==> config.mk <==
export PLATFORM = sky130hd
export DESIGN_NAME = bresenham_pixel_gen
export DESIGN_NICKNAME = d
export VERILOG_FILES = /design/src/rtl/bresenham_pixel_gen_pkg.sv /design/src/rtl/bresenham_err_step.sv /design/src/rtl/bresenham_pixel_gen.sv
export SDC_FILE = /design/constraint.sdc
export NUM_CORES = 1
export LEC_CHECK = 0
export ABC_AREA = 0
export CAP_MARGIN = 20
export CELL_PAD_IN_SITES_DETAIL_PLACEMENT = 0
export CELL_PAD_IN_SITES_GLOBAL_PLACEMENT = 1
export CORE_MARGIN = 1.5
export CORE_UTILIZATION = 40
export CTS_BUF_LIST = sky130_fd_sc_hd__clkbuf_8
export DETAILED_ROUTE_END_ITERATION = 10
export PLACE_DENSITY = 0.84
export SYNTH_ARGS = -nofsm -noshare
export SYNTH_HDL_FRONTEND = slang
export SYNTH_HIERARCHICAL = 1
export SYNTH_SLANG_ARGS = --single-unit
export TNS_END_PERCENT = 30
==> constraint.sdc <==
create_clock -name clk -period 3.45 [get_ports clk]
set_input_delay 0.5175 -clock clk [delete_from_list [all_inputs] [get_ports clk]]
set_output_delay 0.5175 -clock clk [all_outputs]
set_load 0.02 [all_outputs]
==> src/rtl/bresenham_pixel_gen_pkg.sv <==
// Shared types and constants for the Bresenham pixel generator.
package bresenham_pixel_gen_pkg;

    // Default coordinate/delta width (signed two's complement).
    localparam int unsigned DefWidth = 10;

    // Error accumulator needs one extra bit so err - dy cannot overflow.
    function automatic int unsigned err_width(input int unsigned w);
        return w + 1;
    endfunction

    // Line walker state encoding.
    typedef enum logic {
        StIdle = 1'b0,
        StRun  = 1'b1
    } state_e;

    // Minor-axis step encodings supplied by the setup stage.
    localparam logic [DefWidth-1:0] YSTEP_POS = 10'h001;
    localparam logic [DefWidth-1:0] YSTEP_NEG = 10'h3FF;

endpackage

==> src/rtl/bresenham_err_step.sv <==
// One Bresenham inner-loop step: update the error term and the minor-axis coordinate.
module bresenham_err_step
    import bresenham_pixel_gen_pkg::*;
#(
    parameter int unsigned WIDTH = DefWidth,
    parameter int unsigned ERR_W = err_width(WIDTH)
) (
    input  logic [ERR_W-1:0] err_i,
    input  logic [WIDTH-1:0] dy_i,
    input  logic [WIDTH-1:0] dx_i,
    input  logic [WIDTH-1:0] y_i,
    input  logic [WIDTH-1:0] ystep_i,
    output logic [ERR_W-1:0] err_next_o,
    output logic [WIDTH-1:0] y_next_o
);

    logic [ERR_W-1:0] e1;

    // Subtract dy; on a negative result take a minor-axis step and add dx back.
    always_comb begin
        e1         = err_i - ERR_W'(dy_i);
        err_next_o = e1;
        y_next_o   = y_i;
        if (e1[ERR_W-1]) begin
            err_next_o = e1 + ERR_W'(dx_i);
            // ystep is +1 or -1 in two's complement, so y wraps modulo 2^WIDTH.
            y_next_o   = y_i + ystep_i;
        end
    end

endmodule

==> src/rtl/bresenham_pixel_gen.sv <==
// Bresenham line walker: takes one precomputed parameter set per line and emits
// one screen-space pixel per accepted output handshake.
module bresenham_pixel_gen
    import bresenham_pixel_gen_pkg::*;
#(
    parameter int unsigned WIDTH = DefWidth,
    parameter int unsigned ERR_W = err_width(WIDTH)
) (
    input  logic             clk,
    input  logic             rst,
    input  logic             in_valid,
    output logic             in_ready,
    input  logic [WIDTH-1:0] x0,
    input  logic [WIDTH-1:0] x1,
    input  logic             steep,
    input  logic [WIDTH-1:0] deltax,
    input  logic [WIDTH-1:0] deltay,
    input  logic [WIDTH-1:0] y0,
    input  logic [WIDTH-1:0] ystep,
    output logic             pix_valid,
    input  logic             pix_ready,
    output logic [WIDTH-1:0] pix_x,
    output logic [WIDTH-1:0] pix_y,
    output logic             busy,
    output logic             done
);

    state_e           state_q;
    logic [WIDTH-1:0] x_q;
    logic [WIDTH-1:0] y_q;
    logic [ERR_W-1:0] err_q;
    logic [WIDTH-1:0] x_end_q;
    logic [WIDTH-1:0] dx_q;
    logic [WIDTH-1:0] dy_q;
    logic [WIDTH-1:0] ystep_q;
    logic             steep_q;
    logic             pix_valid_q;
    logic [WIDTH-1:0] pix_x_q;
    logic [WIDTH-1:0] pix_y_q;
    logic             done_q;

    logic [ERR_W-1:0] err_next;
    logic [WIDTH-1:0] y_next;
    logic [WIDTH-1:0] x_inc;

    bresenham_err_step #(
        .WIDTH (WIDTH),
        .ERR_W (ERR_W)
    ) u_err_step (
        .err_i      (err_q),
        .dy_i       (dy_q),
        .dx_i       (dx_q),
        .y_i        (y_q),
        .ystep_i    (ystep_q),
        .err_next_o (err_next),
        .y_next_o   (y_next)
    );

    // Major-axis coordinate of the next pixel.
    always_comb begin
        x_inc = x_q + WIDTH'(1);
    end

    // Line FSM: parameter load, per-pixel advance under backpressure, done pulse.
    always_ff @(posedge clk or negedge rst) begin
        if (!rst) begin
            state_q     <= StIdle;
            x_q         <= '0;
            y_q         <= '0;
            err_q       <= '0;
            x_end_q     <= '0;
            dx_q        <= '0;
            dy_q        <= '0;
            ystep_q     <= '0;
            steep_q     <= 1'b0;
            pix_valid_q <= 1'b0;
            pix_x_q     <= '0;
            pix_y_q     <= '0;
            done_q      <= 1'b0;
        end else begin
            done_q <= 1'b0;
            unique case (state_q)
                StIdle: begin
                    if (in_valid) begin
                        state_q     <= StRun;
                        x_q         <= x0;
                        y_q         <= y0;
                        err_q       <= ERR_W'(deltax >> 1);
                        x_end_q     <= x1;
                        dx_q        <= deltax;
                        dy_q        <= deltay;
                        ystep_q     <= ystep;
                        steep_q     <= steep;
                        pix_valid_q <= 1'b1;
                        // Undo the steep swap so the outputs are true screen (x,y).
                        pix_x_q     <= steep ? y0 : x0;
                        pix_y_q     <= steep ? x0 : y0;
                    end
                end
                StRun: begin
                    // Everything holds while the pixel is not accepted.
                    if (pix_ready) begin
                        if (x_q == x_end_q) begin
                            state_q     <= StIdle;
                            pix_valid_q <= 1'b0;
                            done_q      <= 1'b1;
                        end else begin
                            x_q     <= x_inc;
                            y_q     <= y_next;
                            err_q   <= err_next;
                            pix_x_q <= steep_q ? y_next : x_inc;
                            pix_y_q <= steep_q ? x_inc : y_next;
                        end
                    end
                end
                default: begin
                    state_q     <= StIdle;
                    pix_valid_q <= 1'b0;
                end
            endcase
        end
    end

    // Status outputs derive directly from registered state.
    always_comb begin
        in_ready  = (state_q == StIdle);
        busy      = (state_q == StRun);
        pix_valid = pix_valid_q;
        pix_x     = pix_x_q;
        pix_y     = pix_y_q;
        done      = done_q;
    end

endmodule

==> results.py <==
metrics = {
    "setup_path": {
        "slowest_stage": "dfrtp_1",
        "crit_start": "dy_q[0]",
        "setup.worst_path.end": "err_q[8]",
        "rrSetupSlack_ps": 80,
        "endpoint_kind": "flop",
        "critPathMaxFanout": 4,
        "setup.worst_path.start_class": "flop",
        "crit_required_ps": 3700,
        "reg2reg_from": "dy_q[0]",
        "crit_chain": "ha_2 > fa_2 > buf_4 > xnor2_2 > ha_1 > a21o_1 > a211oi_2 > nor2_2 > o41ai_2 > xnor2_1 > mux2_2 > nand2b_1 > mux2i_1 > a21oi_1",
        "r2r_end": "err_q[8]",
        "worstPathArrival_ps": 3620,
        "cpPeakStageDelay_ps": 400,
        "critPathKind": "flop to flop",
        "reg2reg_depth": 14,
    },
    "detailed_routing": {
        "dr.max_layer_used": "met4",
        "routed_wl_um": 17280,
        "wl_per_cell_um": 17.37,
        "vias": 5494,
        "antenna_left": 0,
        "met2_length_um": 8263,
        "viasPerCell": 5.522,
        "first_pass_iters": 5,
        "drtIter0Drc": 354,
        "wl_met3_um": 742,
        "wl_met1_um": 7792,
        "drc_errors": 0,
    },
    "cells_and_area": {
        "register_area_mm2": 0.002379,
        "fin_cells": 995,
        "nets": 869,
        "fillers": 1523,
        "multi_input_area_mm2": 0.004131,
        "syn2layout_area_growth_pct": 23.05,
        "antenna_cells": 0,
        "drive_above_1_share": 0.1935,
        "utilization": 0.4993,
    },
    "floorplanning": {
        "die_y_um": 132.2,
        "rows": 47,
        "initial_core_util": 0.4058,
        "fp.dieW_um": 132.2,
        "pin_count": 89,
        "core_area_mm2": 0.01647,
        "dieArea_mm2": 0.01749,
    },
    "global_route": {
        "grt_max_degree": 66,
        "grt_pass1_wl_um": 27530,
        "antenna_found_initial": 0,
        "grt_pass1_vias": 5497,
        "grt.total_usage": 0.1963,
        "grt-ovfl-total": 0,
    },
    "placed_design": {
        "hpwl_um": 12140,
        "place.port_buffers": 88,
        "post-place-ws_ps": -60.11,
        "place.gp.congestion": 0.8557,
        "dp_cells": 969,
    },
    "status": {
        "status": "finished clean",
    },
    "synthesis": {
        "yosys.area.top_type": "dfrtp_1",
        "synth_nets": 785,
        "async_flop_share": 1.000,
        "yosysTopAreaCellShare": 0.3558,
        "synth_compound_area_frac": 0.1783,
        "synth_xor_area_frac": 0.05749,
        "synthFlopType": "dfrtp_1",
        "ys_warn_count": 6,
        "synth-adder-area-share": 0.06704,
        "post-synth-top-count-cell": "dfrtp_1",
        "synth_area_mm2": 0.006681,
        "synth_mux_area_frac": 0.1616,
        "synth-simple-area-share": 0.1287,
        "synth_area_per_cell_um2": 9.740,
        "synth_area_leaders": "dfrtp_1 36%, mux2_2 9.3%, ha_1 5.8%",
        "synthTopCellsByCount": "95 x dfrtp_1, 55 x mux2_2, 50 x nand2_1",
        "synth_cell_types": 67,
        "ys_ff_latch": 95,
        "synth_edf_count": 0,
        "netlist_instances": 686,
        "seq_area_frac_synth": 0.3558,
        "synth_top_family_by_area": "compound AO/OA/AOI/OAI gates",
    },
    "sta": {
        "setup_viol": 0,
        "setup_tns_ps": 0,
        "fin_hold_ws_ps": 170.5,
        "slew_viol_final": 0,
        "setup_ws_ps": 77.97,
        "skew_ps": 17.83,
        "hold_viol": 0,
        "clock.fmax_mhz": 296.6,
        "post-route-period-util": 0.9774,
        "worst_pin_slew_ps": 862.9,
        "final.min_clock_period_ps": 3372,
        "relSlewSlack": 0.4229,
    },
    "clock_network": {
        "clock-root-buffer": "clkbuf_8",
        "clock_path_buffers": 2,
        "cts.htree.levels": 3,
        "cts_tree": "built",
        "worst_skew_pair.late_latency_ps": 390,
        "ctsHoldBuffers": 0,
        "cts_buffers": 9,
        "clk_pin_slew_worst_paths_ps": 90,
        "clock-sinks": 95,
    },
    "flow_run": {
        "maxCapViolCount": 0,
    },
    "power": {
        "vdd_drop_max_v": 0.0005342,
        "power.leakage_nw": 3.421,
        "p_per_area_mw_per_mm2": 1045,
    },
    "worst_hold_path": {
        "min_path_type": "primary input to asynchronous set/reset pin",
    },
}
## worst min path at each step
stage               endpoint  depth (start not counted)  slack [ps]
global route         dy_q[6]                          1         220
global placement    pix_x[3]                          1         460
finish               dy_q[6]                          1         170
detailed placement  pix_x[3]                          1         460
CTS                  dy_q[6]                          1         190
floorplan               busy                          0         220
## area by class of cell
cell class              instances  area share
multi-input cells             518      0.5025
flip-flops and latches         95      0.2893
repair buffers                115      0.1335
well taps                     220     0.03348
clock buffers                  10     0.01674
inverters                      31     0.01415
clock inverters                 6     0.01035
## cells by family (layout without fill, tap and decap cells)
| family | count (synthesis) | in the layout |
|---|---|---|
| and+or+nand+nor | 168 | 168 |
| xor gates and xnor gates | 37 | 37 |
| adders and majority gates | 34 | 34 |
| AOI/OAI and AO/OA | 179 | 179 |
| buffers and inverters | 73 | 162 |
| DFF | 95 | 95 |
| muxes | 100 | 100 |
## metrics by stage
step           area (µm²)  total power [mW]
6_report             8222             8.591
5_1_grt              8222             9.262
4_1_cts              7983             8.002
3_5_place_dp         7754             7.104
3_3_place_gp         7754             6.927
2_1_floorplan        6681             5.816
## routing by layer
layer  vias up  global-route usage
met5         -                   0
met4         0             0.07692
met3        32             0.03306
met2       150              0.3223
met1      2671              0.2592
li1       2641                   -
## state kept, by name (all words and copies together) (netlist names)
register   count
busy           1
dy_q          10
y_q           10
err_q         11
pix_y         10
pix_valid      1
dx_q          10
steep_q        1
pix_x         10
done           1
x_q           10
ystep_q       10
x_end_q       10
## report_power, final
group          switching [mW]  internal, mW
combinational            2.83          2.85
clock                   0.424         0.426
sequential              0.482          1.58
total                    3.73          4.86
## worst max-delay path, delay by kind of cell, from the launching register on
family                   cells  cell delay [ps]
adder cells (fa/ha/maj)      3              910
AO/OA/AOI/OAI                4              910
flip-flops                   1              400
multiplexers                 2              400
XOR/XNOR                     2              270
AND/OR/NAND/NOR              2              210
buffers and inverters        1              150
## timing repair
action | in CTS | in global routing
buffers inserted | 0 | 10
hold endpoints to repair | 0 | 0
endpoints found under the setup margin | 1 | 12
gates resized for setup | 2 | 33
pin swaps | 0 | 25
## cells in the final DEF (no fill, tap or decap), types with 3 or more instances in the layout
cell type / netlist / routed
o21ai_1: 17 / 17
o311ai_1: 3 / 3
a21oi_1: 40 / 37
clkdlybuf4s50_1: 0 / 87
nor2_2: 0 / 4
xnor2_2: 3 / 6
nand2b_1: 25 / 22
ha_4: 0 / 4
buf_4: 3 / 26
a211oi_1: 12 / 12
xor2_1: 10 / 10
nand3_1: 8 / 8
nor3_1: 11 / 9
o21ai_0: 30 / 28
o211ai_1: 3 / 3
nor2_1: 38 / 34
nor4_1: 4 / 4
or3_1: 5 / 5
nand4_1: 5 / 5
nand3b_1: 3 / 3
ha_1: 31 / 26
a31oi_1: 11 / 11
o22ai_1: 24 / 24
a21o_1: 7 / 7
dfrtp_1: 95 / 94
or2_2: 3 / 3
nand2_1: 50 / 50
nor2b_1: 9 / 8
mux2_1: 8 / 8
xnor2_1: 22 / 19
o21bai_1: 3 / 3
inv_1: 30 / 31
mux2_2: 55 / 55
clkbuf_8: 0 / 10
a21oi_2: 1 / 3
mux2i_1: 37 / 37
(Power assumes the default switching activity.)
